File: config.mk
export PLATFORM = sky130hd
export DESIGN_NAME = mfp_ahb_interconnect_flat
export DESIGN_NICKNAME = d
export VERILOG_FILES = /design/src/rtl/mfp_ahb_interconnect_if.sv /design/src/rtl/mfp_ahb_interconnect.sv /design/src/flat_wrapper.sv
export SDC_FILE = /design/constraint.sdc
export NUM_CORES = 1
export LEC_CHECK = 0
export CORE_AREA = 2 2 115 117
export DETAILED_ROUTE_END_ITERATION = 10
export DIE_AREA = 0 0 117 119
export GPL_TIMING_DRIVEN = 0
export PLACE_DENSITY_LB_ADDON = 0.25
export RECOVER_POWER = 25
export SLEW_MARGIN = 20
export SYNTH_ARGS = -nofsm -noshare
export SYNTH_HDL_FRONTEND = slang
export SYNTH_SLANG_ARGS = --single-unit
File: constraint.sdc
create_clock -name HCLK -period 3.1 [get_ports HCLK]
set_input_delay 0.465 -clock HCLK [delete_from_list [all_inputs] [get_ports HCLK]]
set_output_delay 0.465 -clock HCLK [all_outputs]
set_load 0.1 [all_outputs]
File: src/rtl/mfp_ahb_interconnect_if.sv
// AHB-lite bundle between the MIPSfpga core bus, the interconnect and its
// N_SLV memory-mapped slaves.
// The slave modport is the interconnect's own view of the bus.
// The master modport belongs to whatever drives the core bus and hosts the
// slave models.
interface mfp_ahb_interconnect_if #(
   parameter int N_SLV = 6,
   parameter int CNT_W = 16
);
   // master address phase
   logic [31:0]         HADDR;
   logic [1:0]          HTRANS;
   logic                HWRITE;
   // response back to the master
   logic [31:0]         HRDATA;
   logic                HREADY;
   logic                HRESP;
   // per-slave selects and responses
   logic [N_SLV-1:0]    HSEL_S;
   logic [32*N_SLV-1:0] HRDATA_S;
   logic [N_SLV-1:0]    HREADYOUT_S;
   logic [N_SLV-1:0]    HRESP_S;
   // error reporting
   logic                ERR_UNMAPPED;
   logic                ERR_TIMEOUT;
   logic [CNT_W-1:0]    ERR_CNT;

   modport slave (
      input  HADDR, HTRANS, HWRITE, HRDATA_S, HREADYOUT_S, HRESP_S,
      output HRDATA, HREADY, HRESP, HSEL_S, ERR_UNMAPPED, ERR_TIMEOUT, ERR_CNT
   );

   modport master (
      output HADDR, HTRANS, HWRITE, HRDATA_S, HREADYOUT_S, HRESP_S,
      input  HRDATA, HREADY, HRESP, HSEL_S, ERR_UNMAPPED, ERR_TIMEOUT, ERR_CNT
   );
endinterface

File: src/rtl/mfp_ahb_interconnect.sv
// Parametrised AHB-lite interconnect for the MIPSfpga core bus.
// The address phase is decoded combinationally onto N_SLV base/mask windows
// (lowest index wins on overlap). The selected slave's data-phase response is
// muxed back through a registered select.
// Unmapped NONSEQ/SEQ transfers are answered by a built-in default slave with
// a two-cycle ERROR. A watchdog aborts a slave that holds HREADYOUT low for too
// long, also with a two-cycle ERROR. Every ERROR completion is counted in a
// saturating counter.
module mfp_ahb_interconnect #(
   parameter int                  N_SLV       = 6,
   parameter logic [32*N_SLV-1:0] SLV_BASE    = {N_SLV{32'h0}},
   parameter logic [32*N_SLV-1:0] SLV_MASK    = {N_SLV{32'h0}},
   parameter int                  TIMEOUT_CYC = 255,
   parameter int                  CNT_W       = 16
) (
   input  logic                  HCLK,
   input  logic                  HRESET,
   mfp_ahb_interconnect_if.slave ahb
);

   localparam int SEL_W = (N_SLV > 1) ? $clog2(N_SLV) : 1;
   // Holds 0..TIMEOUT_CYC with headroom, even when the watchdog is disabled.
   localparam int WC_W  = $clog2(TIMEOUT_CYC + 2);

   localparam logic [1:0] S_IDLE = 2'd0;
   localparam logic [1:0] S_SLV  = 2'd1;
   localparam logic [1:0] S_ERR1 = 2'd2;
   localparam logic [1:0] S_ERR2 = 2'd3;

   logic [1:0]       r_state;
   logic [1:0]       w_state_nx;
   logic [SEL_W-1:0] r_sel;
   logic [SEL_W-1:0] w_sel_nx;
   logic             r_cause_to;   // 1 = ERROR came from the watchdog, 0 = unmapped
   logic             w_cause_nx;
   logic [WC_W-1:0]  r_wait_cnt;
   logic [CNT_W-1:0] r_err_cnt;

   logic             w_hit;
   logic [SEL_W-1:0] w_hit_idx;
   logic [N_SLV-1:0] w_hsel;

   logic             w_s_rdy;
   logic             w_s_resp;
   logic [31:0]      w_s_data;

   logic             w_hready;
   logic             w_hresp;
   logic [31:0]      w_hrdata;
   logic             w_timeout;
   logic             w_err_evt;
   logic             w_unused;

   // HWRITE only matters to the slaves, and NONSEQ/SEQ are decoded identically.
   assign w_unused = ^{ahb.HWRITE, ahb.HTRANS[0]};

   // Address decode: scan from the top so the lowest-index hit overwrites the rest.
   always_comb begin
      w_hit     = 1'b0;
      w_hit_idx = '0;
      w_hsel    = '0;
      for (int k = N_SLV - 1; k >= 0; k--) begin
         if ((ahb.HADDR & SLV_MASK[32*k +: 32]) == (SLV_BASE[32*k +: 32] & SLV_MASK[32*k +: 32])) begin
            w_hit     = 1'b1;
            w_hit_idx = SEL_W'(k);
         end
      end
      for (int k = 0; k < N_SLV; k++) begin
         w_hsel[k] = w_hit && (w_hit_idx == SEL_W'(k));
      end
   end

   // Data-phase mux of the slave captured in the previous address phase.
   always_comb begin
      w_s_rdy  = 1'b1;
      w_s_resp = 1'b0;
      w_s_data = 32'h0;
      for (int k = 0; k < N_SLV; k++) begin
         if (r_sel == SEL_W'(k)) begin
            w_s_rdy  = ahb.HREADYOUT_S[k];
            w_s_resp = ahb.HRESP_S[k];
            w_s_data = ahb.HRDATA_S[32*k +: 32];
         end
      end
   end

   // Response seen by the master. The default slave answers outside SLV.
   always_comb begin
      w_hready = 1'b1;
      w_hresp  = 1'b0;
      w_hrdata = 32'h0;
      case (r_state)
         S_SLV: begin
            w_hready = w_s_rdy;
            w_hresp  = w_s_resp;
            w_hrdata = w_s_data;
         end
         S_ERR1: begin
            w_hready = 1'b0;
            w_hresp  = 1'b1;
         end
         S_ERR2: begin
            w_hready = 1'b1;
            w_hresp  = 1'b1;
         end
         default: ;
      endcase
   end

   // Watchdog fires while the slave is still stalling and the wait budget is spent.
   assign w_timeout = (TIMEOUT_CYC != 0) && (r_state == S_SLV) && !w_s_rdy &&
                      (r_wait_cnt == WC_W'(TIMEOUT_CYC));

   // Next state and captured select. Capture happens only on a completed cycle.
   always_comb begin
      w_state_nx = r_state;
      w_sel_nx   = r_sel;
      w_cause_nx = r_cause_to;
      if (r_state == S_ERR1) begin
         w_state_nx = S_ERR2;
      end else if (w_timeout) begin
         w_state_nx = S_ERR1;
         w_cause_nx = 1'b1;
      end else if (w_hready) begin
         if (ahb.HTRANS[1]) begin
            if (w_hit) begin
               w_state_nx = S_SLV;
               w_sel_nx   = w_hit_idx;
            end else begin
               w_state_nx = S_ERR1;
               w_cause_nx = 1'b0;
            end
         end else begin
            w_state_nx = S_IDLE;
         end
      end
   end

   // State, select and error-cause registers.
   always_ff @(posedge HCLK or posedge HRESET) begin
      if (HRESET) begin
         r_state    <= S_IDLE;
         r_sel      <= '0;
         r_cause_to <= 1'b0;
      end else begin
         r_state    <= w_state_nx;
         r_sel      <= w_sel_nx;
         r_cause_to <= w_cause_nx;
      end
   end

   // Consecutive slave wait cycles. Any completed cycle restarts the count.
   always_ff @(posedge HCLK or posedge HRESET) begin
      if (HRESET) begin
         r_wait_cnt <= '0;
      end else if (w_hready) begin
         r_wait_cnt <= '0;
      end else if ((r_state == S_SLV) && !w_s_rdy && !w_timeout) begin
         r_wait_cnt <= r_wait_cnt + WC_W'(1);
      end
   end

   // An ERROR completion is either the default slave's second cycle or a
   // slave-sourced ERROR finishing in SLV.
   assign w_err_evt = (r_state == S_ERR2) ||
                      ((r_state == S_SLV) && w_s_rdy && w_s_resp);

   // Saturating ERROR counter. It sticks at all-ones rather than wrapping.
   always_ff @(posedge HCLK or posedge HRESET) begin
      if (HRESET) begin
         r_err_cnt <= '0;
      end else if (w_err_evt && (r_err_cnt != {CNT_W{1'b1}})) begin
         r_err_cnt <= r_err_cnt + CNT_W'(1);
      end
   end

   assign ahb.HSEL_S       = w_hsel;
   assign ahb.HREADY       = w_hready;
   assign ahb.HRESP        = w_hresp;
   assign ahb.HRDATA       = w_hrdata;
   assign ahb.ERR_UNMAPPED = (r_state == S_ERR2) && !r_cause_to;
   assign ahb.ERR_TIMEOUT  = (r_state == S_ERR2) &&  r_cause_to;
   assign ahb.ERR_CNT      = r_err_cnt;

endmodule

File: src/flat_wrapper.sv
// flat-port wrapper written by rule: the top's interface ports become plain ports
module mfp_ahb_interconnect_flat 
#(
   parameter int                  N_SLV       = 6,
   parameter logic [32*N_SLV-1:0] SLV_BASE    = {N_SLV{32'h0}},
   parameter logic [32*N_SLV-1:0] SLV_MASK    = {N_SLV{32'h0}},
   parameter int                  TIMEOUT_CYC = 255,
   parameter int                  CNT_W       = 16
)
  (HCLK, HRESET, ahb_HADDR, ahb_HTRANS, ahb_HWRITE, ahb_HRDATA_S, ahb_HREADYOUT_S, ahb_HRESP_S, ahb_HRDATA, ahb_HREADY, ahb_HRESP, ahb_HSEL_S, ahb_ERR_UNMAPPED, ahb_ERR_TIMEOUT, ahb_ERR_CNT);
  mfp_ahb_interconnect_if #(.N_SLV(N_SLV), .CNT_W(CNT_W)) ahb_i ();
  input  logic HCLK;
  input  logic HRESET;
  input wire logic [$bits(ahb_i.HADDR)-1:0] ahb_HADDR;
  input wire logic [$bits(ahb_i.HTRANS)-1:0] ahb_HTRANS;
  input wire logic [$bits(ahb_i.HWRITE)-1:0] ahb_HWRITE;
  input wire logic [$bits(ahb_i.HRDATA_S)-1:0] ahb_HRDATA_S;
  input wire logic [$bits(ahb_i.HREADYOUT_S)-1:0] ahb_HREADYOUT_S;
  input wire logic [$bits(ahb_i.HRESP_S)-1:0] ahb_HRESP_S;
  output wire logic [$bits(ahb_i.HRDATA)-1:0] ahb_HRDATA;
  output wire logic [$bits(ahb_i.HREADY)-1:0] ahb_HREADY;
  output wire logic [$bits(ahb_i.HRESP)-1:0] ahb_HRESP;
  output wire logic [$bits(ahb_i.HSEL_S)-1:0] ahb_HSEL_S;
  output wire logic [$bits(ahb_i.ERR_UNMAPPED)-1:0] ahb_ERR_UNMAPPED;
  output wire logic [$bits(ahb_i.ERR_TIMEOUT)-1:0] ahb_ERR_TIMEOUT;
  output wire logic [$bits(ahb_i.ERR_CNT)-1:0] ahb_ERR_CNT;
  assign ahb_i.HADDR = ahb_HADDR;
  assign ahb_i.HTRANS = ahb_HTRANS;
  assign ahb_i.HWRITE = ahb_HWRITE;
  assign ahb_i.HRDATA_S = ahb_HRDATA_S;
  assign ahb_i.HREADYOUT_S = ahb_HREADYOUT_S;
  assign ahb_i.HRESP_S = ahb_HRESP_S;
  assign ahb_HRDATA = ahb_i.HRDATA;
  assign ahb_HREADY = ahb_i.HREADY;
  assign ahb_HRESP = ahb_i.HRESP;
  assign ahb_HSEL_S = ahb_i.HSEL_S;
  assign ahb_ERR_UNMAPPED = ahb_i.ERR_UNMAPPED;
  assign ahb_ERR_TIMEOUT = ahb_i.ERR_TIMEOUT;
  assign ahb_ERR_CNT = ahb_i.ERR_CNT;
  mfp_ahb_interconnect #(.N_SLV(N_SLV), .SLV_BASE(SLV_BASE), .SLV_MASK(SLV_MASK), .TIMEOUT_CYC(TIMEOUT_CYC), .CNT_W(CNT_W)) u_core (.HCLK(HCLK), .HRESET(HRESET), .ahb(ahb_i));
endmodule
# Yosys cells after proc, flatten, opt, wreduce, memory -nomap -nowiden
# Cells that the tools add are included.
# totals
word_cells,37
reg_bits,28
# op_classes
n_reduce_logical,16
eq_ne,5
addsub,2
n_bitwise,1
muxes,9
# ops
cell,n
32-bit 2-to-1 mux,1
9-bit 2-to-1 mux,2
16-bit by 1-bit adder with 16-bit output (second input constant),1
16-bit != test (second input constant),1
9-bit by 1-bit adder with 9-bit output (second input constant),1
9-bit by 8-bit == test with 1-bit output (second input constant),1
1-bit logical AND,8
2-bit 2-to-1 mux,3
2-bit == test (second input constant),2
1-bit one-hot mux with 2 select lines,2
1-bit logical NOT,3
3-bit nonzero test,1
2-bit by 1-bit == test with 1-bit output (second input constant),1
2-bit AND reduction,1
2-bit nonzero test,1
2-bit OR reduction,1
1-bit logical OR,1
1-bit 2-to-1 mux,1
1-bit NOT,1

# Logic depth before layout (Yosys ltp)
# Gate-level depths: netlist (run 1).
# logic_depth
depth_word,7
depth_mapped,7

# Least setup slack after synthesis (run 1)
# OpenSTA, ideal clock, no wires.
# synth_timing
path_type,register to output
start,reg u_core.r_state[1]
end,out ahb_ERR_UNMAPPED
stages_incl_launch_ff,4
arrival_time_ps,1866
slack_ps,769
path_cell_list,dfrtp_1 buf_2 nand2_1 nor2_1
# synth_between
elab_chain_len,2
# synth_lines
element,line_no,rtl
"start, declared",mfp_ahb_interconnect.sv:30,logic [1:0] r_state;
"start signal, assigned",mfp_ahb_interconnect.sv:146,r_state <= w_state_nx;
2-bit == test,mfp_ahb_interconnect.sv:181,assign ahb.ERR_UNMAPPED = (r_state == S_ERR2) && !r_cause_to;
1-bit logical AND,mfp_ahb_interconnect.sv:181,
"end, declared",flat_wrapper.sv:24,output wire logic [$bits(ahb_i.ERR_UNMAPPED)-1:0] ahb_ERR_UNMAPPED;
# Every way passes these cells.

# Final worst setup path (run 1)
# layout_timing
start,in ahb_HREADYOUT_S[0]
end,out ahb_HREADY
# layout_between
elab_chain_len,1
# layout_lines
element,line_no,rtl
"start, declared",flat_wrapper.sv:18,input wire logic [$bits(ahb_i.HREADYOUT_S)-1:0] ahb_HREADYOUT_S;
1-bit one-hot mux with 2 select lines,mfp_ahb_interconnect.sv:92,case (r_state)
"end, declared",flat_wrapper.sv:21,output wire logic [$bits(ahb_i.HREADY)-1:0] ahb_HREADY;
# Every way passes these cells.

==> impl_metrics.env, run 1 <==
export IMPL_wire_per_inst_um=10.6
export IMPL_dieHeight_um=119
export IMPL_crit_fanout=7
export IMPL_whs_endpoint="u_core.r_wait_cnt[8]"
export IMPL_drcViolationCount=0
export IMPL_clk_pin_slew_worst_paths_ps=70
export IMPL_cp_slowest_stage_delay_ps=910
export IMPL_ys_warn_count=0
export IMPL_drt_wl_total_um=4810
export IMPL_tns_ps=0
export IMPL_clock_latency_ps=260
export IMPL_place_congestion=0.702
export IMPL_synth_edff_count=0
export IMPL_die_area_sq_um=13900
export IMPL_vias=1642
export IMPL_tightest_slew_ps=1120
export IMPL_ys_seq_elements=28
export IMPL_min_delay_start="u_core.r_wait_cnt[8]"
export IMPL_antenna_cells=0
export IMPL_whs_ps=476
export IMPL_power_leakage_uw=0.00126
export IMPL_finalSetupViolCount=0
export IMPL_yosysSeqAreaShare_pct=39.4
export IMPL_rows=42
export IMPL_cp_cell_sequence="clkdlybuf4s50_1 -> o21a_1 -> dlygate4sd2_1"
export IMPL_fillers=1426
export IMPL_cp_required_ps=2630
export IMPL_rsz0062_at_grt="no"
export IMPL_worst_r2r_setup_slack_ps=1110
export IMPL_core_sq_um=12900
export IMPL_final_layout_size_suffix_gt1_share_pct=20.4
export IMPL_placed_cells=451
export IMPL_synth_distinct_cells=42
export IMPL_fmax_mhz=354
export IMPL_final_cell_mix="clkdlybuf4s50_1, and2_1, clkbuf_2"
export IMPL_timing_final_crit_share_pct=91.2
export IMPL_async_reset_ff_share_pct=100
export IMPL_viasPerCell=3.61
export IMPL_grt_pass1_vias=1673
export IMPL_grt_max_degree=29
export IMPL_syn_area_sq_um=1780
export IMPL_maxSlewHeadroom_pct=25.1
export IMPL_ant_nets=0
export IMPL_cts_hold_buffers=0
export IMPL_start_util_pct=13.8
export IMPL_hold_depth=2
export IMPL_hpwl_um=3950
export IMPL_drv_cap=0
export IMPL_grt_pass1_wl_um=7790
export IMPL_fin_cells=455
export IMPL_grt_antenna_before_repair=0
export IMPL_clock_path_buffers=2
export IMPL_startpoint_type="input port"
export IMPL_final_util_pct=22.1
export IMPL_synth_top_area_share_pct=39.4
export IMPL_tritoncts="yes"
export IMPL_finClkSkew_ps=5.86
export IMPL_grt_overflow=0
export IMPL_synth_top_area_cell="dfrtp_1"
export IMPL_slowest_stage="dlygate4sd2_1"
export IMPL_yosys_top_cells_area="dfrtp_1, and2_1, xor2_1, nand3_1, nor2_1"
export IMPL_endpoint_kind="output pin"
export IMPL_status="complete, no violations"
export IMPL_io_buffers=88
export IMPL_cts_repair_resized=34
export IMPL_fp_dieW_um=117
export IMPL_rr_startpoint="u_core.r_wait_cnt[0]"
export IMPL_fin_crit_ps=2830
export IMPL_syn_to_final_growth_pct=60.2
export IMPL_ys_flop_type="dfrtp_1"
export IMPL_cts_buffers=3
export IMPL_vdd_drop_max_mv=0.293
export IMPL_num_nets_final=524
export IMPL_io_pins=299
export IMPL_hold_class="reg -> reg"
export IMPL_reg2reg_to="u_core.r_wait_cnt[7]"
export IMPL_syn_avg_cell_area_sq_um=9.72
export IMPL_netlist_instances=183
export IMPL_htree_levels=1
export IMPL_cts_setup_buffers=0
export IMPL_powerDensity_nw_per_um2=671
export IMPL_slew_violations=0
export IMPL_cp_top_family="buffers and inverters"
export IMPL_final_common_cell="clkdlybuf4s50_1"
export IMPL_critPathKind="in -> out"
export IMPL_cts_root_buf="clkbuf_16"
export IMPL_first_pass_iters=4
export IMPL_grt_usage_pct=6.93
export IMPL_cts_sinks=28
export IMPL_cp_num_buf_inv=2
export IMPL_finalHoldViolCount=0
export IMPL_critPathArrivalTime_ps=2360
export IMPL_reg2reg_depth=7
export IMPL_first_iter_violations=46
## flip-flops by register name (all words and copies together), names as in the netlist
signal              count
u_core.ahb.ERR_CNT     16
u_core.r_cause_to       1
u_core.r_state          2
u_core.r_wait_cnt       9
## per-stage QoR
stage	setup WS, ps	total power [uW]	instance area [sq um]
6_report	274	1910	2850
5_1_grt	179	1990	2850
4_1_cts	1.12	1950	2960
3_5_place_dp	-86.6	1580	2900
3_3_place_gp	-91.3	1590	2900
2_1_floorplan	769	1310	1790
## synthesized netlist by cell type (2+ instances only)
cell	count
dfrtp_1	28
inv_1	5
xnor2_1	4
nor4_2	2
ha_1	3
nor3_1	6
nor2_1	14
and4_1	3
conb_1	2
a31oi_1	2
mux2_2	2
nand4_4	2
nand4_1	6
and2_1	35
nand3_1	11
a21oi_1	3
buf_2	2
nand2_1	7
nand2b_1	3
buf_4	6
xor2_1	13
clkbuf_1	3
and3_1	2
## final cells by class
type | count | area [sq um] | share of cell area (%)
multi-input cells | 143 | 1010 | 35.4
repair buffers | 88 | 731 | 25.6
flip-flops and latches | 28 | 701 | 24.6
well taps | 176 | 220 | 7.73
clock buffers | 3 | 75.1 | 2.63
plain buffers | 11 | 66.3 | 2.33
clock inverters | 1 | 30.0 | 1.05
inverters | 5 | 18.8 | 0.658
## per-layer routing
layer | routed length [um] | GRT usage [%]
met1 | 2070 | 8.96
met2 | 2110 | 10.8
met3 | 619 | 3.26
met4 | 14 | 0.882
met5 | 0 | 0
## cell families after synthesis
kind of cell	after synthesis	synth area share (%)
adders and majority gates	3	2.11
other	2	0.422
xor gates and xnor gates	17	8.37
buffers and inverters	16	4.78
AOI/OAI and AO/OA	14	5.56
DFF	28	39.4
and+or+nand+nor	99	36.7
muxes	4	2.67
## worst max path at each step
stage / from / end / slack [ps] / cells past startpoint
finish: ahb_HREADYOUT_S[0] / ahb_HREADY / 270 / 3
global route: ahb_HREADYOUT_S[0] / ahb_HREADY / 180 / 3
global placement: ahb_HREADYOUT_S[0] / ahb_HREADY / -90 / 3
detailed placement: ahb_HREADYOUT_S[0] / ahb_HREADY / -90 / 3
floorplan: u_core.r_state[1] / ahb_ERR_UNMAPPED / 770 / 3
CTS: u_core.r_state[0] / ahb_HRDATA[28] / 1 / 6
## worst reg2reg max path, stage by stage (launching register included)
cell     delay [ps]
dfrtp_1         400
ha_1            260
and4_1          220
ha_1            220
nor4b_4         390
nand4_1         170
xor2_1          160
nor2_1           50
## report_power, final
group | switching [uW] | leakage [uW] | internal [uW]
clock | 128 | 0.0000511 | 257
sequential | 77.4 | 0.000365 | 413
combinational | 809 | 0.000845 | 228
total | 1010 | 0.00126 | 898
Note: power is estimated with default switching activity, not from simulation.
==> run 2, diff against run 1 <==
--- a/config.mk
+++ b/config.mk
@@ -6,6 +6,7 @@
 export NUM_CORES = 1
 export LEC_CHECK = 0
 export CORE_AREA = 2 2 115 117
+export CTS_CLUSTER_SIZE = 40
 export DETAILED_ROUTE_END_ITERATION = 10
 export DIE_AREA = 0 0 117 119
 export GPL_TIMING_DRIVEN = 0
==> results of run 2 <==
The final DEF is identical to that of run 1; final timing and power are the same.
